$ cat src/rtl/tx_pack_10b_to_20b.sv
// tx_pack_10b_to_20b
// Packs pairs of 10b code groups into 20b words for the transceiver TX bus.
// A small symbol FIFO decouples the encoder from the output handshake. A single
// held symbol can be flushed out with PAD_SYM in its partner position.
module tx_pack_10b_to_20b #(
    parameter bit         UPPER_FIRST = 1'b1,
    parameter bit         ROT_OUT     = 1'b1,
    parameter logic [9:0] PAD_SYM     = 10'b0011111010,
    parameter int         FIFO_DEPTH  = 4
) (
    input  logic                          clk,
    input  logic                          rst_n,
    input  logic [9:0]                    tenb,
    input  logic                          tenb_valid,
    output logic                          tenb_ready,
    input  logic                          flush,
    output logic [19:0]                   twenb,
    output logic                          twenb_valid,
    input  logic                          twenb_ready,
    output logic                          pad_flag,
    output logic [$clog2(FIFO_DEPTH):0]   fifo_level
);

    localparam int PW = $clog2(FIFO_DEPTH);
    localparam int LW = PW + 1;

    logic [9:0]    mem [FIFO_DEPTH];
    logic [PW-1:0] wr_ptr;
    logic [PW-1:0] rd_ptr;
    logic [PW-1:0] rd_ptr_nxt;
    logic          push;
    logic          slot_free;
    logic          load_pair;
    logic          load_pad;
    logic [1:0]    pop_cnt;
    logic [9:0]    s0;
    logic [9:0]    s1;
    logic [9:0]    s1_sel;
    logic [19:0]   word;
    logic [19:0]   word_out;

    // Ready comes from the registered count only, so a same-cycle pop never
    // opens the input path combinationally.
    assign tenb_ready = (fifo_level < LW'(FIFO_DEPTH));
    assign push       = tenb_valid & tenb_ready;
    assign slot_free  = ~twenb_valid | twenb_ready;
    assign load_pair  = slot_free && (fifo_level >= LW'(2));
    assign load_pad   = slot_free && (fifo_level == LW'(1)) && flush;

    assign rd_ptr_nxt = rd_ptr + PW'(1);
    assign s0         = mem[rd_ptr];
    assign s1         = mem[rd_ptr_nxt];
    assign s1_sel     = load_pad ? PAD_SYM : s1;
    assign word       = UPPER_FIRST ? {s0, s1_sel} : {s1_sel, s0};
    // Right rotation undoes the 1-bit left rotation done by the RX unpacker.
    assign word_out   = ROT_OUT ? {word[0], word[19:1]} : word;

    // Number of symbols leaving the FIFO this cycle.
    always_comb begin
        pop_cnt = 2'd0;
        if (load_pair) begin
            pop_cnt = 2'd2;
        end else if (load_pad) begin
            pop_cnt = 2'd1;
        end
    end

    // Symbol storage; data only, so it carries no reset.
    always_ff @(posedge clk) begin
        if (push) begin
            mem[wr_ptr] <= tenb;
        end
    end

    // FIFO pointers and occupancy; pointers wrap naturally at the power-of-2 depth.
    always_ff @(posedge clk or negedge rst_n) begin
        if (!rst_n) begin
            wr_ptr     <= '0;
            rd_ptr     <= '0;
            fifo_level <= '0;
        end else begin
            if (push) begin
                wr_ptr <= wr_ptr + PW'(1);
            end
            rd_ptr     <= rd_ptr + PW'(pop_cnt);
            fifo_level <= fifo_level + LW'(push) - LW'(pop_cnt);
        end
    end

    // Output word register: loads when the slot is free, holds under back-pressure.
    always_ff @(posedge clk or negedge rst_n) begin
        if (!rst_n) begin
            twenb       <= '0;
            twenb_valid <= 1'b0;
            pad_flag    <= 1'b0;
        end else if (load_pair || load_pad) begin
            twenb       <= word_out;
            twenb_valid <= 1'b1;
            pad_flag    <= load_pad;
        end else if (slot_free) begin
            twenb_valid <= 1'b0;
            pad_flag    <= 1'b0;
        end
    end

endmodule

$ cat config.mk
export PLATFORM = sky130hd
export DESIGN_NAME = tx_pack_10b_to_20b
export DESIGN_NICKNAME = d
export VERILOG_FILES = /design/src/rtl/tx_pack_10b_to_20b.sv
export SDC_FILE = /design/constraint.sdc
export NUM_CORES = 1
export LEC_CHECK = 0
export CAP_MARGIN = 20
export CORE_MARGIN = 2
export CORE_UTILIZATION = 39
export DETAILED_ROUTE_END_ITERATION = 8
export GPL_ROUTABILITY_DRIVEN = 0
export PLACE_DENSITY = 0.67
export SETUP_SLACK_MARGIN = 0.15
export SYNTH_ARGS = -nofsm -noshare
export SYNTH_HDL_FRONTEND = slang
export SYNTH_SLANG_ARGS = --single-unit
$ cat constraint.sdc
create_clock -name clk -period 2.2 [get_ports clk]
set_input_delay 0.55 -clock clk [delete_from_list [all_inputs] [get_ports clk]]
set_output_delay 0.55 -clock clk [all_outputs]
set_load 0.05 [all_outputs]
==> After elaboration in Yosys (flattened, before gate mapping) <==
Memory sizes are Yosys's and may differ from the RTL's. A register that Yosys moved wholly into a read port is not among the register bits.
Cells that the tools add are included.
{ "totals": {"ff_bits": 29, "ram_bits": 40, "inputBits": 15, "output_inout_bits": 26, "n_memories": 1} }
{ "memory_table": {"columns": ["name", "depth", "width", "rd", "rd_ports_with_merged_regs", "wr", "line", "rtl"], "rows": [
  ["mem", 4, 10, 2, 1, 1, "27", "logic [9:0] mem [FIFO_DEPTH];"]
]} }
{ "op_classes": {"n_addsub": 5, "magnitude_cmp": 2, "eq_ne": 1, "muxes": 8, "bitwise_logic": 3, "reduce_logical": 6} }
{ "op_table": {"columns": ["op", "n"], "rows": [
  ["2-to-1 mux 10 bit", 1],
  ["2-to-1 mux 1 bit", 6],
  ["adder 2 x 1 -> 2 bit (second input constant)", 2],
  ["adder 3 x 1 -> 3 bit", 1],
  ["== test 3 x 1 -> 1 bit (second input constant)", 1],
  ["greater-or-equal comparator 3 x 2 -> 1 bit (second input constant)", 1],
  ["logical AND 1 bit", 3],
  ["less-than comparator 3 bit (second input constant)", 1],
  ["subtractor 3 x 2 -> 3 bit", 1],
  ["adder 2 bit", 1],
  ["2-to-1 mux 2 bit", 1],
  ["nonzero test 2 bit", 1],
  ["bitwise AND 1 bit", 1],
  ["zero test 1 bit", 1],
  ["logical OR 1 bit", 1],
  ["NOT 1 bit", 1],
  ["bitwise OR 1 bit", 1]
]} }

==> Longest topological paths before layout <==
{ "depth": {"word_depth": 7, "ltp_mapped": 8} }

==> Least setup slack after synthesis <==
No wires, ideal clock.
{ "synth_path": {"path_kind": "register to register", "from": "register fifo_level[0]", "to": "register fifo_level[2]", "setup_ns": 0.139, "arrival_time_ns": 2.253, "path_slack_ns": -0.193, "path_stages_with_launch": 8, "n_path_buf": 0, "period_less_slack_ns": 2.393, "cell_sequence": "dfrtp_1 nand2_1 nor4_2 xor2_1 ha_1 fa_1 xnor2_1 xnor2_1"} }
{ "synth_via": {"elab_chain_cells": 6, "elab_cells_between_ends": 11, "cone_classes": "2 x add/sub; 2 x order compare; 1 x eq/ne; 2 x mux; 1 x bitwise; 3 x reduce/logical"} }
{ "synth_lines": {"columns": ["item", "line", "rtl"], "rows": [
  ["start: declaration", "21", "output logic [$clog2(FIFO_DEPTH):0] fifo_level"],
  ["start signal: assignment", "86", "fifo_level <= fifo_level + LW'(push) - LW'(pop_cnt);"],
  ["branches (longest 5 deep; another with less-than comparator 3 bit)", null, null],
  ["subtractor 3 x 2 -> 3 bit *", "86", null]
]} }
Mark *: on every way between the ends.
A chain may end at the register's enable or synchronous reset.

==> Worst setup path after layout <==
{ "layout_path": {"from": "register twenb_valid", "to": "register fifo_level[2]"} }
{ "layout_via": {"elab_chain_cells": 7, "elab_cells_between_ends": 8, "cone_classes": "1 x add/sub; 2 x mux; 2 x bitwise; 3 x reduce/logical"} }
{ "layout_lines": {"columns": ["item", "line", "rtl"], "rows": [
  ["start: declaration", "18", "output logic twenb_valid,"],
  ["start signal: assignment", "94", "twenb_valid <= 1'b0;"],
  ["start signal: assignment", "98", "twenb_valid <= 1'b1;"],
  ["start signal: assignment", "101", "twenb_valid <= 1'b0;"],
  ["NOT 1 bit *", "46", "assign slot_free = ~twenb_valid | twenb_ready;"],
  ["bitwise OR 1 bit *", "46", null],
  ["logical AND 1 bit (2 in series)", "48", "assign load_pad = slot_free && (fifo_level == LW'(1)) && flush;"],
  ["2-to-1 mux 1 bit", "63", "end else if (load_pad) begin"],
  ["2-to-1 mux 2 bit *", "61", "if (load_pair) begin"],
  ["subtractor 3 x 2 -> 3 bit *", "86", null]
]} }
Every way passes the cells marked *; elsewhere a longest branch is shown, timed or not.

==> flow_summary.toml <==
[critical_path]
setup.worst_path.start_class = "flip-flop"
kind_of_critical_path = "flip-flop to flip-flop"
worst_setup_path_startpoint = "twenb_valid"
worst_r2r_endpoint = "fifo_level[2]"
worst-endpoint-arrival_ns = 2.17
worst-r2r-setup-slack_ns = 0.26
worstRegToRegCells = 7
worst_r2r_startpoint = "twenb_valid"
timing.critical_path.fanout_max = 3
timing.critical_path.to_type = "flip-flop"
critical_path_required_ns = 2.42

[final_layout]
antennaDiodeCount = 0
final_nets = 243
syn_to_final_growth_pct = 28.58
final_core_utilization = 0.5239
final_layout_size_suffix_gt1_frac = 0.3407
layout_common_cells = "40 x sky130_fd_sc_hd__edfxtp_1, 25 x sky130_fd_sc_hd__dfrtp_1, 20 x sky130_fd_sc_hd__dlygate4sd2_1"
most_common_cell_after_layout_fill_and_taps_aside = "sky130_fd_sc_hd__edfxtp_1"

[clock_network]
clock_tree.buffer_depth = 2
worstSkewPairLatency_ns = 0.34
tritoncts = "built"
cts.sink_count = 69
cts_htree_levels = 3
post_cts_buffers = 0
cts_inserted_buffers = 9
cts.reportedPaths.clkPinSlew_ns = 0.06
cts.root.buffer_cell = "sky130_fd_sc_hd__clkbuf_8"

[logic_synthesis]
synth_area_leader_cell = "sky130_fd_sc_hd__edfxtp_1"
post_synth_inst_count = 159
seq_area_frac_synth = 0.6417
ys_seq_elements = 69
syn_nets = 181
synthTopCellsByArea = "sky130_fd_sc_hd__edfxtp_1 40%, sky130_fd_sc_hd__dfrtp_1 24%, sky130_fd_sc_hd__mux4_2 13%"
netlist_area_um2 = 3003
yosysTopAreaCellShare = 0.4000
synthesis.area_per_instance_um2 = 18.89
yosys_warnings = 0
synth_cell_types = 35

[global_routing]
grt_usage = 0.1422
grt_overflow = 0
antenna_violations_before_repair = 0
wire_length_of_the_first_global_routing_pass_um = 8873
grt_pass1_vias = 1765
grt_max_degree = 30

[placed_design]
port_buffers = 40
dp.final_hpwl_um = 3797

[job]
max_cap_violations = 0

[worst_hold_path]
min_to = "pad_flag"
holdPathStages = 1
hold_path_startpoint = "pad_flag"
timing.hold.worst.class = "flip-flop to flip-flop"

[route]
wl_met3_um = 208
drt-vias-per-instance = 5.055
vias = 1643
detail_route.wirelength.met1_um = 2204
wirelength_um = 5429
firstDrtPassIters = 4
top_signal_layer_used = "met4"
drc = 0
final_antenna_net_count = 0
detail_route.iter0.violations = 73
per_cell_routed_wire_length_um = 16.70
detailroute.wirelength.met2_um = 2853

[timing]
final.min_clock_period_ns = 1.944
worst_case_clock_skew_ns = 0.005404
final-max-slew-violation-count = 0
finalHoldViolations = 0
timing.max_slew.rel_slack = 0.6639
finalCritPeriodShare = 0.8838
timing.final.setup_violations = 0
maximum_operating_frequency_mhz = 514.3
grt_setup_unrepaired = "no"
worst-slew-pin-transition_ns = 0.5033

[floorplan]
fp.coreArea_um2 = 7370
num_rows = 31
die_area_um2 = 8417
initial_core_utilization = 0.4075
die_w_um = 91.75
height_of_the_chip_um = 91.75
ios = 41

[pwr]
power.static_leakage_nw = 1.559
power_per_cell_area_nw_per_um2 = 1521
post-layout-total-power_mw = 5.873
irDropWorstVdd_uv = 407.9

[outcome]
run_status = "complete, no violations"
[how the worst max path moves through the flow]
stage	endpoint	slack [ns]	cells after the start
finish	fifo_level[2]	0.26	7
global placement	fifo_level[2]	-0.31	8
CTS	fifo_level[2]	0.06	8
detailed placement	fifo_level[2]	-0.38	8
floorplan	fifo_level[2]	0.09	8
global route	fifo_level[2]	0.15	7
[sequential cells by signal, summed over array words and instances, names as in the netlist]
signal	cells
wr_ptr	2
rd_ptr	2
twenb	20
mem	40
pad_flag	1
twenb_valid	1
fifo_level	3
[power by group]
group / switching [mW] / internal, mW / total, mW
clock network: 0.425 / 0.501 / 0.926
logic: 1.63 / 1.30 / 2.92
registers: 0.256 / 1.77 / 2.02
total: 2.31 / 3.56 / 5.87
[area by class of cell]
class                      count  area [µm²]
tap                           99       123.9
timing repair buffer          59       570.5
sequential                    69        1932
fill                         608        3508
multi-input combinational     76        1031
clock inverter                 1       5.005
inverter                       6       22.52
clock buffer                  15       176.4
[cells in the mapped netlist]
master / number
sky130_fd_sc_hd__nor4_2: 1
sky130_fd_sc_hd__o32a_1: 1
sky130_fd_sc_hd__nor2_2: 1
sky130_fd_sc_hd__fa_1: 1
sky130_fd_sc_hd__buf_4: 1
sky130_fd_sc_hd__dfrtp_1: 29
sky130_fd_sc_hd__xnor2_1: 4
sky130_fd_sc_hd__nor2_4: 1
sky130_fd_sc_hd__a21o_1: 2
sky130_fd_sc_hd__nand2_1: 5
sky130_fd_sc_hd__buf_2: 3
sky130_fd_sc_hd__mux2_2: 4
sky130_fd_sc_hd__and3_1: 1
sky130_fd_sc_hd__xnor3_1: 1
sky130_fd_sc_hd__mux2_4: 6
sky130_fd_sc_hd__buf_6: 2
sky130_fd_sc_hd__and2_1: 4
sky130_fd_sc_hd__o21ai_0: 1
sky130_fd_sc_hd__nand2b_1: 1
sky130_fd_sc_hd__a31o_2: 1
sky130_fd_sc_hd__a21oi_4: 1
sky130_fd_sc_hd__o22ai_1: 1
sky130_fd_sc_hd__clkbuf_1: 1
sky130_fd_sc_hd__inv_1: 6
sky130_fd_sc_hd__ha_1: 6
sky130_fd_sc_hd__nor2b_1: 2
sky130_fd_sc_hd__xor2_1: 1
sky130_fd_sc_hd__mux4_2: 17
sky130_fd_sc_hd__nor4b_1: 1
sky130_fd_sc_hd__edfxtp_1: 40
sky130_fd_sc_hd__buf_12: 1
sky130_fd_sc_hd__o22a_1: 5
sky130_fd_sc_hd__mux4_1: 2
sky130_fd_sc_hd__a22o_1: 4
sky130_fd_sc_hd__nor3_1: 1
[critical path, stage by stage, from the launching register on]
cell	delay (ns)
sky130_fd_sc_hd__dfrtp_2	0.40
sky130_fd_sc_hd__nor2b_4	0.15
sky130_fd_sc_hd__nor4_4	0.27
sky130_fd_sc_hd__xor2_1	0.12
sky130_fd_sc_hd__ha_2	0.21
sky130_fd_sc_hd__fa_2	0.41
sky130_fd_sc_hd__xnor2_2	0.15
sky130_fd_sc_hd__xnor2_1	0.12
[kinds of logic (layout without fill, tap and decap cells)]
kind of cell,count (synthesis),count (layout),share of synthesized area
flops,69,69,0.6417
mux,29,29,0.1900
simple gates,18,18,0.03750
compound gates,16,16,0.04667
buf+inv,14,81,0.03041
fa+ha+maj,7,7,0.03167
xor+xnor,6,6,0.02208
[metrics by stage]
step / area [µm²] / std cells / hold slack (ns) / setup TNS, ns / worst slack [ns]
after floorplan: 3034 / 159 / 0.2544 / 0 / 0.08604
after global placement: 3665 / 309 / 0.4804 / -0.4223 / -0.3122
after detailed placement: 3665 / 309 / 0.4805 / -0.5378 / -0.3759
after CTS: 3824 / 325 / 0.4908 / 0 / 0.06261
after global routing: 3861 / 325 / 0.5002 / 0 / 0.1503
final: 3861 / 325 / 0.4937 / 0 / 0.2555
[timing repair]
item | in CTS | in global routing
resized for setup | 21 | 12
hold buffers | 0 | 0
pin swaps | 0 | 7
endpoints found under the setup margin | 21 | 6
[routing by layer]
| metal | up-vias | GRT usage |
|---|---|---|
| li1 | 743 | - |
| met1 | 848 | 0.1720 |
| met2 | 39 | 0.2396 |
| met3 | 13 | 0.02383 |
| met4 | 0 | 0.08458 |
| met5 | - | 0 |
(Power assumes the default switching activity.)
